===== config.mk =====
export PLATFORM = sky130hd
export DESIGN_NAME = fmult_share_ctrl
export DESIGN_NICKNAME = d
export VERILOG_FILES = /design/src/rtl/fmult_share_ctrl.sv
export SDC_FILE = /design/constraint.sdc
export NUM_CORES = 1
export LEC_CHECK = 0
export BUFFER_PORTS_ARGS = -buffer_cell sky130_fd_sc_hd__buf_4
export CORE_UTILIZATION = 42
export CTS_BUF_LIST = sky130_fd_sc_hd__clkbuf_16
export DETAILED_ROUTE_END_ITERATION = 10
export MAX_ROUTING_LAYER = met4
export PLACE_DENSITY = 0.74
export SYNTH_ARGS = -nofsm -noshare
export SYNTH_HDL_FRONTEND = slang
export SYNTH_SLANG_ARGS = --single-unit

===== constraint.sdc =====
create_clock -name clk -period 4 [get_ports clk]
set_clock_uncertainty 0.05 [all_clocks]
set_input_delay 0.6 -clock clk [delete_from_list [all_inputs] [get_ports clk]]
set_output_delay 0.6 -clock clk [all_outputs]
set_load 0.02 [all_outputs]

===== src/rtl/fmult_share_ctrl.sv =====
// Two-port round-robin front end for a shared iterative FP multiplier.
// Zero operands are answered locally; a stuck multiplier is aborted after TIMEOUT cycles.
module fmult_share_ctrl #(
    parameter int unsigned DW      = 32,  // IEEE-754 single only
    parameter int unsigned TIMEOUT = 64   // 1..255
) (
    input  logic          clk,
    input  logic          rst,

    input  logic          req0_valid,
    output logic          req0_ready,
    input  logic [DW-1:0] req0_a,
    input  logic [DW-1:0] req0_b,

    input  logic          req1_valid,
    output logic          req1_ready,
    input  logic [DW-1:0] req1_a,
    input  logic [DW-1:0] req1_b,

    output logic          rsp0_valid,
    output logic [DW-1:0] rsp0_data,
    output logic          rsp0_err,

    output logic          rsp1_valid,
    output logic [DW-1:0] rsp1_data,
    output logic          rsp1_err,

    output logic          mul_start,
    output logic [DW-1:0] mul_a,
    output logic [DW-1:0] mul_b,
    input  logic          mul_done,
    input  logic [DW-1:0] mul_result,

    output logic          busy,
    output logic [1:0]    dbg_state
);

    typedef enum logic [1:0] {
        S_IDLE  = 2'd0,
        S_ISSUE = 2'd1,
        S_WAIT  = 2'd2,
        S_RESP  = 2'd3
    } state_t;

    localparam logic [7:0]    TO_LAST = 8'(TIMEOUT - 1);
    localparam logic [DW-1:0] QNAN    = DW'(32'h7FC0_0000);

    state_t        state_q, state_d;
    logic          owner_q, owner_d;
    logic          last_grant_q, last_grant_d;
    logic [DW-1:0] a_q, a_d;
    logic [DW-1:0] b_q, b_d;
    logic [7:0]    cnt_q, cnt_d;
    logic [DW-1:0] rsp0_data_q, rsp0_data_d;
    logic          rsp0_err_q, rsp0_err_d;
    logic [DW-1:0] rsp1_data_q, rsp1_data_d;
    logic          rsp1_err_q, rsp1_err_d;

    logic          grant;
    logic          grant_vld;
    logic          hs;
    logic [DW-1:0] hs_a;
    logic [DW-1:0] hs_b;
    logic          hs_zero;
    logic          ld_en;
    logic          ld_port;
    logic [DW-1:0] ld_data;
    logic          ld_err;

    // Handshake: a request transfers on the cycle reqX_valid && reqX_ready; ready is only
    // offered in IDLE to the granted port, and valid must hold until that cycle. Responses
    // are single-cycle pulses with no backpressure.
    always_comb begin
        grant_vld = req0_valid | req1_valid;
        if (req0_valid && req1_valid) begin
            grant = ~last_grant_q;
        end else begin
            grant = req1_valid;
        end
        req0_ready = (state_q == S_IDLE) && grant_vld && !grant;
        req1_ready = (state_q == S_IDLE) && grant_vld && grant;
        hs         = req0_ready | req1_ready;
        hs_a       = grant ? req1_a : req0_a;
        hs_b       = grant ? req1_b : req0_b;
        hs_zero    = (hs_a[DW-2:0] == '0) || (hs_b[DW-2:0] == '0);
    end

    // Next-state and result-load logic
    always_comb begin
        state_d      = state_q;
        owner_d      = owner_q;
        last_grant_d = last_grant_q;
        a_d          = a_q;
        b_d          = b_q;
        cnt_d        = cnt_q;
        ld_en        = 1'b0;
        ld_port      = owner_q;
        ld_data      = '0;
        ld_err       = 1'b0;

        case (state_q)
            S_IDLE: begin
                if (hs) begin
                    owner_d = grant;
                    a_d     = hs_a;
                    b_d     = hs_b;
                    if (hs_zero) begin
                        // Zero beats NaN/Inf: only the sign is computed.
                        ld_en   = 1'b1;
                        ld_port = grant;
                        ld_data = {hs_a[DW-1] ^ hs_b[DW-1], {(DW-1){1'b0}}};
                        state_d = S_RESP;
                    end else begin
                        state_d = S_ISSUE;
                    end
                end
            end
            S_ISSUE: begin
                cnt_d   = '0;
                state_d = S_WAIT;
            end
            S_WAIT: begin
                cnt_d = cnt_q + 8'd1;
                if (mul_done) begin
                    ld_en   = 1'b1;
                    ld_data = mul_result;
                    state_d = S_RESP;
                end else if (cnt_q == TO_LAST) begin
                    ld_en   = 1'b1;
                    ld_data = QNAN;
                    ld_err  = 1'b1;
                    state_d = S_RESP;
                end
            end
            S_RESP: begin
                last_grant_d = owner_q;
                state_d      = S_IDLE;
            end
            default: state_d = S_IDLE;
        endcase
    end

    // Results land directly in the owner's output register so data holds between pulses.
    always_comb begin
        rsp0_data_d = rsp0_data_q;
        rsp0_err_d  = rsp0_err_q;
        rsp1_data_d = rsp1_data_q;
        rsp1_err_d  = rsp1_err_q;
        if (ld_en && !ld_port) begin
            rsp0_data_d = ld_data;
            rsp0_err_d  = ld_err;
        end
        if (ld_en && ld_port) begin
            rsp1_data_d = ld_data;
            rsp1_err_d  = ld_err;
        end
    end

    always_ff @(posedge clk) begin
        if (rst) begin
            state_q      <= S_IDLE;
            owner_q      <= 1'b0;
            last_grant_q <= 1'b1;
            a_q          <= '0;
            b_q          <= '0;
            cnt_q        <= '0;
            rsp0_data_q  <= '0;
            rsp0_err_q   <= 1'b0;
            rsp1_data_q  <= '0;
            rsp1_err_q   <= 1'b0;
        end else begin
            state_q      <= state_d;
            owner_q      <= owner_d;
            last_grant_q <= last_grant_d;
            a_q          <= a_d;
            b_q          <= b_d;
            cnt_q        <= cnt_d;
            rsp0_data_q  <= rsp0_data_d;
            rsp0_err_q   <= rsp0_err_d;
            rsp1_data_q  <= rsp1_data_d;
            rsp1_err_q   <= rsp1_err_d;
        end
    end

    assign rsp0_valid = (state_q == S_RESP) && !owner_q;
    assign rsp1_valid = (state_q == S_RESP) && owner_q;
    assign rsp0_data  = rsp0_data_q;
    assign rsp0_err   = rsp0_err_q;
    assign rsp1_data  = rsp1_data_q;
    assign rsp1_err   = rsp1_err_q;
    assign mul_start  = (state_q == S_ISSUE);
    assign mul_a      = a_q;
    assign mul_b      = b_q;
    assign busy       = (state_q != S_IDLE);
    assign dbg_state  = state_q;

endmodule


==> impl_metrics.yaml, run 1 <==
synth:
  synth_cells: 742
  synthArstFlopShare_pct: 0
  netlist_area_um2: 6380
  synth_edf_count: 0
  synth_flop_cell: "dfxtp_1"
  syn_nets: 912
  yosysSeqAreaShare_pct: 44.5
  yosysWarnings: 0
  ys_seq_elements: 142
  avgSynthCellArea_um2: 8.60
  yosysUniqueCellTypes: 38
detailed_routing:
  drt-initial-drc-count: 402
  vias_per_cell: 5.19
  routedWlPerCell_um: 16.7
  wl_um: 20300
  drcViolationCount: 21
  ant_nets: 0
  num_vias: 6303
  dr.pass1.iters: 9
global_routing:
  grt_overflow: 0
  antenna_found_initial: 0
  grt_pass1_wl_um: 32100
  grt_pass1_vias: 6246
  grt_max_degree: 125
  grt_usage_pct: 27.0
cts:
  ctsResizeCount: 0
  cts_setup_buffers: 0
  cts_inserted_buffers: 17
  clockRootBuffer: "clkbuf_16"
  cts_buffer_depth: 2
  cts_max_level: 4
  cts.sinks: 142
  clk_pin_slew_ns: 0.06
  cts_tree: "built"
  cts_hold_repair.buffers: 0
  clkLatencyLatePin_ns: 0.42
sta:
  fmax_mhz: 338
  grt_setup_unrepaired: "false"
  hold_violations: 0
  fin_tns_setup_ns: 0
  fin_crit_sh_pct: 73.9
  fin_crit_ns: 2.96
  setup_viol: 0
  relSlewSlack_pct: 29.8
  slew_violations: 0
  worst_slew_pin_slew_ns: 1.05
  hold_slack_ns: 0.405
power:
  leakage_nw: 4.28
  peakVddDrop_mv: 0.347
  power_frac_clock_pct: 30.2
  switchingPower_mw: 1.97
  p_sw_share_pct: 36.2
  sequentialPowerShare_pct: 34.0
  power_density_nw_per_um2: 582
  power_mw: 5.45
  internal_power_mw: 3.47
  combinationalPowerShare_pct: 35.8
worst_setup_path:
  worst_setup_path_end_kind: "flop"
  start_kind: "input pin"
  r2r_cells: 7
  required_ns: 4.30
  r2r_slack_ns: 1.51
  r2r-end: "rsp0_data[17]"
  r2r-start: "cnt_q[2]"
  arrival_ns: 3.26
  crit_type: "input pin to flop"
  crit_path_start: "req0_a[8]"
  critPathMaxFanout: 14
placement:
  numPortBuffers: 302
  gp_congestion: 0.862
  dp_hpwl_um: 15200
die:
  dieArea_um2: 15700
  start_util_pct: 43.4
  std_cell_rows: 44
  die_w_um: 125
  core_um2: 14700
  io_pins: 303
  chipHeight_um: 125
cells_and_area:
  seq_area_um2: 2840
  multi_input_area_um2: 3270
  syn_to_final_growth_pct: 46.5
  final_core_util_pct: 63.6
  n_fill_cell: 1290
  drive_above_1_share_pct: 35.0
  diodes: 0
  final_cell_mix: "buf_4 (309), nand2_1 (156), dfxtp_1 (142)"
  layout_commonest_cell: "buf_4"
  nets: 1187
worst_hold_path:
  hold_path_depth: 3
  min-delay-start: "req1_a[6]"
  worstHoldEndpoint: "mul_a[6]"
  min_path_type: "input pin to flop"
flow_run:
  drv_cap: 0
outcome:
  violations: "DRC"
  status: "complete, but fails checks"
-- critical path, cell delays in order --
cell	delay [ns]
buf_4	0.11
nor4_1	0.67
nand4_1	0.18
o22ai_1	0.30
nand2_1	0.25
a31oi_4	0.58
buf_4	0.35
mux2i_1	0.20
-- Yosys cell counts (2+ instances only) --
cell	instances	area, µm²
a311oi_1	65	569
buf_6	2	22.5
mux2i_1	47	470
a21oi_1	11	55.1
nand4_1	10	62.6
buf_1	6	22.5
nand3_1	3	15.0
ha_1	5	62.6
nor2_1	82	308
dfxtp_1	142	2840
mux2_1	8	90.1
nor2b_1	20	125
inv_1	15	56.3
nor4_1	28	175
and2_1	3	18.8
xor2_1	4	35.0
o22ai_1	2	12.5
xnor2_1	4	35.0
clkbuf_1	42	158
or3_1	2	12.5
o21ai_0	3	15.0
nor3_1	5	25.0
nand2b_1	47	294
mux2_2	12	135
a22oi_1	2	15.0
buf_4	4	30.0
nand2_1	157	589
-- layout make-up --
cell class                      count  area share, %
Inverter                           15          0.602
Timing Repair Buffer              310           25.0
Clock buffer                       17           4.55
Multi-Input combinational cell    531           35.0
Clock inverter                     15           1.97
Tap cell                          184           2.46
Sequential cell                   142           30.4
-- sequential cells by signal, summed over array words and instances, names as in the netlist --
register and flops:
rsp0_data 32, owner_q 1, rsp1_err 1, rsp1_data 32
rsp0_err 1, mul_a 32, last_grant_q 1, cnt_q 8
mul_b 32, dbg_state 2
-- layer usage --
metal  wire length, µm  global-route usage [%]  share of wire [%]
met3              1700                    7.19                8.4
met1              8280                    31.9                 41
met5                 0                       -                  0
met4               648                    12.2                3.2
met2              9660                    43.1                 48
-- worst max-delay path by stage --
stage / endpoint / slack [ns] / depth (start not counted)
after floorplan: rsp1_data[25] / 1.68 / 8
after global placement: rsp1_data[13] / 0.53 / 8
after detailed placement: rsp0_data[17] / 0.57 / 8
after CTS: rsp1_data[4] / 1.0 / 8
after global routing: rsp1_data[12] / 0.82 / 8
final: rsp1_data[15] / 1.04 / 8
-- per-stage QoR --
stage	instance area [µm²]	instances	setup WS [ns]
after floorplan	6380	742	1.68
after global placement	8740	1182	0.534
after detailed placement	8740	1182	0.567
after CTS	9350	1214	0.997
after global routing	9350	1214	0.819
final	9350	1214	1.04
-- kinds of logic after synthesis --
| logic type | after synthesis | synth area share [%] |
|---|---|---|
| compound gates | 91 | 11.8 |
| xor+xnor | 8 | 1.10 |
| fa+ha+maj | 5 | 0.980 |
| buf+inv | 69 | 4.53 |
| flops | 142 | 44.5 |
| mux | 67 | 10.9 |
| simple gates | 360 | 26.2 |
-- power groups by stage --
stage | Sequential [mW] | Combinational (mW) | Clock, mW
global route | 1.89 | 2.10 | 1.73
finish | 1.85 | 1.95 | 1.64
floorplan | 2.17 | 0.846 | 0
CTS | 1.85 | 1.95 | 1.67
global placement | 1.87 | 1.94 | 0
detailed placement | 1.87 | 1.95 | 0
Power figures use the tool's default switching activity.
==> run 2: changes to the inputs <==
Settings changed: ABC_AREA set to 1, PLACE_DENSITY 0.74 to 0.75.
Clock period 4 ns to 2.7 ns, I/O delays scaled along.
==> run 2 against run 1 <==
Effect of this change:
- the run now ends clean
- synthesized cell count increased by 46%
- via count increased by 28%
- utilization is 0.44 points higher
- non-clock buffer count rose by 60
- first-iteration DRC count up 15%
- clock-buffer cell count did not move
- die area up 11%
- hold slack got worse by 0.26 ns
- clock power increased by 31%
- critical endpoint is now rsp1_data[14]
- largest cell class unchanged
==> impl_metrics.yaml, run 2 <==
outcome:
  status: "complete, no violations"
sta:
  fin_tns_setup_ns: 0
  fmax_mhz: 393
  relSlewSlack_pct: 52.5
  fin_crit_sh_pct: 94.2
  hold_violations: 0
  fin_crit_ns: 2.54
  setup_viol: 0
  slew_violations: 0
  worst_slew_pin_slew_ns: 0.711
cells_and_area:
  n_fill_cell: 1538
  syn_to_final_growth_pct: 49.2
  postLayoutCellArea_um2: 10600
  layout_commonest_cell: "buf_4"
  drive_above_1_share_pct: 29.3
  nets: 1572
  seq_area_um2: 2850
  multi_input_area_um2: 3460
  final_cell_mix: "buf_4 (354), nand2_1 (289), dfxtp_1 (141)"
die:
  dieArea_um2: 17400
  std_cell_rows: 47
  io_pins: 303
  core_um2: 16500
  start_util_pct: 42.9
  die_w_um: 132
  chipHeight_um: 132
cts:
  cts_tree: "built"
  clockRootBuffer: "clkbuf_16"
  cts.sinks: 142
  clkLatencyLatePin_ns: 0.42
  cts_inserted_buffers: 17
  cts_max_level: 4
  clk_pin_slew_ns: 0.06
  cts_buffer_depth: 2
synth:
  synth_cells: 1084
  netlist_area_um2: 7100
  synth_most_common_cell: "nand2_1"
  yosys.area.top_type: "dfxtp_1"
  synth_top_area_share_pct: 40.1
  yosysSeqAreaShare_pct: 40.1
  yosys-top-cells-count: "nand2_1 (292), dfxtp_1 (142), nor2_1 (134), inv_1 (125), a21oi_1 (108)"
  synth_edf_count: 0
  ys_seq_elements: 142
  avgSynthCellArea_um2: 6.55
  yosys-top-cells-area: "dfxtp_1 (40%), nand2_1 (15%), a21oi_1 (7.6%), nor2_1 (7.1%), inv_1 (6.6%)"
  syn_nets: 1254
  synthArstFlopShare_pct: 0
  synth_flop_cell: "dfxtp_1"
  yosysWarnings: 0
  yosysUniqueCellTypes: 27
detailed_routing:
  drcViolationCount: 0
  wl_um: 24600
  dr.pass1.iters: 5
  routedWlPerCell_um: 15.0
  vias_per_cell: 4.94
  num_vias: 8083
  ant_nets: 0
  drt-initial-drc-count: 463
worst_hold_path:
  min-delay-start: "rst"
  min_path_type: "input pin to flop"
  worstHoldEndpoint: "owner_q"
  hold_path_depth: 2
power:
  peakVddDrop_mv: 0.447
  switchingPower_mw: 2.76
  power_frac_clock_pct: 28.3
  combinationalPowerShare_pct: 36.4
  p_sw_share_pct: 36.3
  power_density_nw_per_um2: 718
  leakage_nw: 5.62
  internal_power_mw: 4.84
  sequentialPowerShare_pct: 35.3
global_routing:
  grt_pass1_wl_um: 37400
  grt_max_degree: 121
  grt_usage_pct: 28.2
  grt_pass1_vias: 7408
  grt_overflow: 0
  antenna_found_initial: 1
worst_setup_path:
  crit_type: "flop to flop"
  r2r-start: "last_grant_q"
  r2r_cells: 17
  required_ns: 2.97
  worst_setup_path_end_kind: "flop"
  start_kind: "flop"
  arrival_ns: 2.81
  critPathMaxFanout: 19
  r2r-end: "rsp1_data[14]"
  r2r_slack_ns: 0.16
  crit_path_start: "last_grant_q"
placement:
  gp_congestion: 0.923
  numPortBuffers: 302
  post_dp_cell_area_um2: 9850
  dp_hpwl_um: 17500
flow_run:
  drv_cap: 0
==> run 2: cell types whose count changed after synthesis, moves of 52 or more <==
cell and delta:
a311oi_1 -65, a21oi_1 +97, nand2_1 +135, nor2_1 +52, inv_1 +110, nand3b_1 +53, o21ai_0 +71
==> run 2: cells by family after synthesis <==
family          share of synthesized area (%)
xor+xnor                                0.123
simple gates                             33.3
compound gates                           13.9
buf+inv                                  11.7
fa+ha+maj                               0.882
flops                                    40.1
==> run 2: per-layer routing <==
layer / global-route usage, % / vias to the layer above / routed length (µm)
met5: - / - / 0
met4: 14.3 / 0 / 1000
met3: 7.00 / 67 / 1940
met2: 45.2 / 356 / 11600
met1: 32.6 / 3600 / 10000
li1: - / 4060 / -
==> run 2: power by group through the flow <==
stage	sequential (mW)	clock (mW)	combinational, mW
floorplan	3.09	0	1.10
global placement	2.71	0	2.64
detailed placement	2.71	0	2.68
CTS	2.68	2.18	2.69
global route	2.72	2.28	2.99
finish	2.68	2.15	2.76
==> run 2: worst max-delay path by stage <==
stage	endpoint	slack (ns)	cells past startpoint
finish	rsp1_data[14]	0.16	17
global placement	rsp0_data[3]	0.04	19
detailed placement	rsp0_data[14]	-0.004	18
CTS	rsp1_data[3]	0.07	18
global route	rsp1_data[24]	-0.04	17
floorplan	rsp0_data[31]	0.54	18
==> run 2: worst max-delay path: stages (launching register included) <==
cell and delay, ns:
dfxtp_4 0.36, nand2_4 0.12, nand2_8 0.09, clkbuf_16 0.19, o21ai_1 0.21, nand2_1 0.10, nor2_1 0.12, nand2_1 0.08
nor2_1 0.11, nand2_1 0.10, nand2_2 0.10, buf_4 0.12, nand3_1 0.11, nand2_2 0.18, clkbuf_16 0.20, nand3_1 0.08
nand2_1 0.07, nor2_1 0.04
==> run 2: timing repair <==
item,CTS,global route
hold endpoints to repair,0,0
hold buffers,0,0
buffers inserted,0,2
gates resized for setup,0,12
endpoints found under the setup margin,0,66
==> run 2: stage by stage <==
stage / instances / util [%] / hold slack [ns] / power, mW / worst slack [ns]
finish: 1635 / 64.0 / 0.150 / 7.60 / 0.156
global route: 1635 / 64.0 / 0.145 / 7.99 / -0.0358
CTS: 1627 / 62.8 / 0.135 / 7.55 / 0.0707
detailed placement: 1596 / 59.6 / 0.413 / 5.39 / -0.00382
global placement: 1596 / 59.6 / 0.410 / 5.36 / 0.0376
floorplan: 1084 / - / 0.394 / 4.20 / 0.538
==> run 2: area by class of cell <==
class,instances,share of cell area [%]
inverters,125,4.46
multi-input cells,746,32.7
repair buffers,370,28.3
diodes,1,0.0236
flip-flops and latches,142,26.9
clock inverters,14,1.00
well taps,220,2.60
clock buffers,17,4.02
==> run 3: changes to the inputs <==
Settings changed: CTS_BUF_LIST sky130_fd_sc_hd__clkbuf_16 to sky130_fd_sc_hd__clkbuf_8.
==> run 3 against run 2 <==
Effect of this change:
- utilization down 0.099 points
- clock-buffer cell count up 1
- critical path depth stayed put
- largest power group unchanged
- critical endpoint is now rsp0_data[24]
- clock power is 27% lower
- sequential cell count unchanged
==> impl_metrics.yaml, run 3 (synthesis gave the netlist of run 2 again) <==
die:
  io_pins: 303
  dieArea_um2: 17400
  die_w_um: 132
  std_cell_rows: 47
  core_um2: 16500
  chipHeight_um: 132
  start_util_pct: 42.9
worst_setup_path:
  cpMaxStageDelayCell: "dfxtp_4"
  worst_setup_path_end_kind: "flop"
  cpMostUsedCell: "nand2_1"
  crit_chain: "nand2_8 -> nand2_8 -> clkbuf_16 -> o21ai_1 -> nand2_1 -> nor2_1 -> nand2_1 -> nor2_1 -> nand2_1 -> nand2_2 -> nand2_4 -> nand2_2 -> nand2_2 -> buf_12 -> nand3_1 -> nand2_1 -> nor2_1"
  r2r_slack_ns: 0.19
  cpPeakStageDelay_ns: 0.37
  required_ns: 3.04
  path_depth: 17
  crit_type: "flop to flop"
  critical_path.endpoint: "rsp0_data[24]"
  critPathMaxFanout: 28
  cpLargestDelayFamily: "simple AND/OR/NAND/NOR gates"
  path_buf_inv: 2
  r2r-end: "rsp0_data[24]"
  crit_path_start: "last_grant_q"
  r2r_cells: 17
  r2r-start: "last_grant_q"
  arrival_ns: 2.85
  start_kind: "flop"
cells_and_area:
  layout_commonest_cell: "buf_4"
  syn_to_final_growth_pct: 48.9
  final_core_util_pct: 64.0
  drive_above_1_share_pct: 30.0
  final_cell_mix: "buf_4 (350), nand2_1 (289), dfxtp_1 (141)"
  nets: 1577
sta:
  hold_slack_ns: 0.107
  worst_slew_pin_slew_ns: 0.737
  fin_crit_sh_pct: 93.0
  fmax_mhz: 398
  fin_crit_ns: 2.51
  slew_violations: 0
  fin_tns_setup_ns: 0
  hold_violations: 0
  relSlewSlack_pct: 50.8
  setup_viol: 0
  timing.final.ws_setup_ns: 0.190
global_routing:
  antenna_found_initial: 1
  grt_usage_pct: 27.9
  grt_max_degree: 121
  grt_overflow: 0
  grt_pass1_wl_um: 37000
  grt_pass1_vias: 7274
detailed_routing:
  wl_um: 24800
  dr.pass1.iters: 6
  num_vias: 8060
  drcViolationCount: 0
  ant_nets: 0
  routedWlPerCell_um: 15.1
  drt-initial-drc-count: 493
  vias_per_cell: 4.91
cts:
  clockRootBuffer: "clkbuf_8"
  cts_hold_repair.buffers: 0
  cts_inserted_buffers: 17
  cts_max_level: 4
  clkLatencyLatePin_ns: 0.45
  cts_tree: "built"
  clk_pin_slew_ns: 0.08
  cts_buffer_depth: 2
  cts.sinks: 142
placement:
  numPortBuffers: 302
  gp_congestion: 0.923
  dp_hpwl_um: 17500
  post-place-ws_ns: -0.00382
power:
  peakVddDrop_mv: 0.381
  power_frac_clock_pct: 22.3
  p_sw_share_pct: 38.4
  combinationalPowerShare_pct: 39.8
  leakage_nw: 5.60
  power_density_nw_per_um2: 669
  internal_power_mw: 4.36
  switchingPower_mw: 2.71
  sequentialPowerShare_pct: 37.9
worst_hold_path:
  min_path_type: "input pin to flop"
outcome:
  status: "complete, no violations"
flow_run:
  drv_cap: 0
run 3: cell types whose count changed in the layout (fill, tap and decap cells not counted), moves of 3 or more:
cell | previous run | this run
clkbuf_8 | 0 | 18
buf_6 | 1 | 7
clkbuf_16 | 22 | 7
nand3_2 | 0 | 3
nand2_2 | 6 | 3
buf_4 | 354 | 350
run 3: through the flow:
stage / cells / power [mW] / instance area, µm²
6_report: 1640 / 7.07 / 10600
3_5_place_dp: 1596 / 5.39 / 9850
5_1_grt: 1640 / 7.46 / 10600
4_1_cts: 1627 / 6.96 / 10200
3_3_place_gp: 1596 / 5.36 / 9850
2_1_floorplan: 1084 / 4.20 / 7100
run 3: repair_timing:
action                                  4_1_cts  5_1_grt
endpoints found under the setup margin        0       66
setup buffers                                 0        4
resized for setup                             0       30
run 3: power by group through the flow:
stage | clock, mW | sequential, mW | combinational [mW]
floorplan | 0 | 3.09 | 1.10
global placement | 0 | 2.71 | 2.64
detailed placement | 0 | 2.71 | 2.68
CTS | 1.60 | 2.67 | 2.68
global route | 1.70 | 2.72 | 3.04
finish | 1.58 | 2.68 | 2.82
run 3: worst min path at each step:
stage          slack, ns  startpoint  depth (start not counted)      endpoint
2_1_floorplan       0.39    cnt_q[7]                          2      cnt_q[7]
6_report            0.11         rst                          2       owner_q
3_3_place_gp        0.41    cnt_q[7]                          2      cnt_q[7]
3_5_place_dp        0.41    cnt_q[7]                          2      cnt_q[7]
5_1_grt              0.1         rst                          2  dbg_state[0]
4_1_cts             0.09         rst                          2       owner_q
run 3: layer usage:
| layer | global-route usage [%] | vias up | share of wire [%] |
|---|---|---|---|
| li1 | - | 4067 | - |
| met1 | 32.8 | 3565 | 40 |
| met2 | 44.6 | 358 | 47 |
| met3 | 6.61 | 70 | 8.3 |
| met4 | 14.3 | 0 | 4.2 |
| met5 | - | - | 0 |
run 3: area by class of cell:
class                      instances  area, µm²
sequential                       142       2850
clock buffer                      18        248
clock inverter                    13        103
fill                            1530       5960
inverter                         125        472
tap                              220        275
antenna                            1       2.50
multi-input combinational        747       3520
timing repair buffer             374       3100
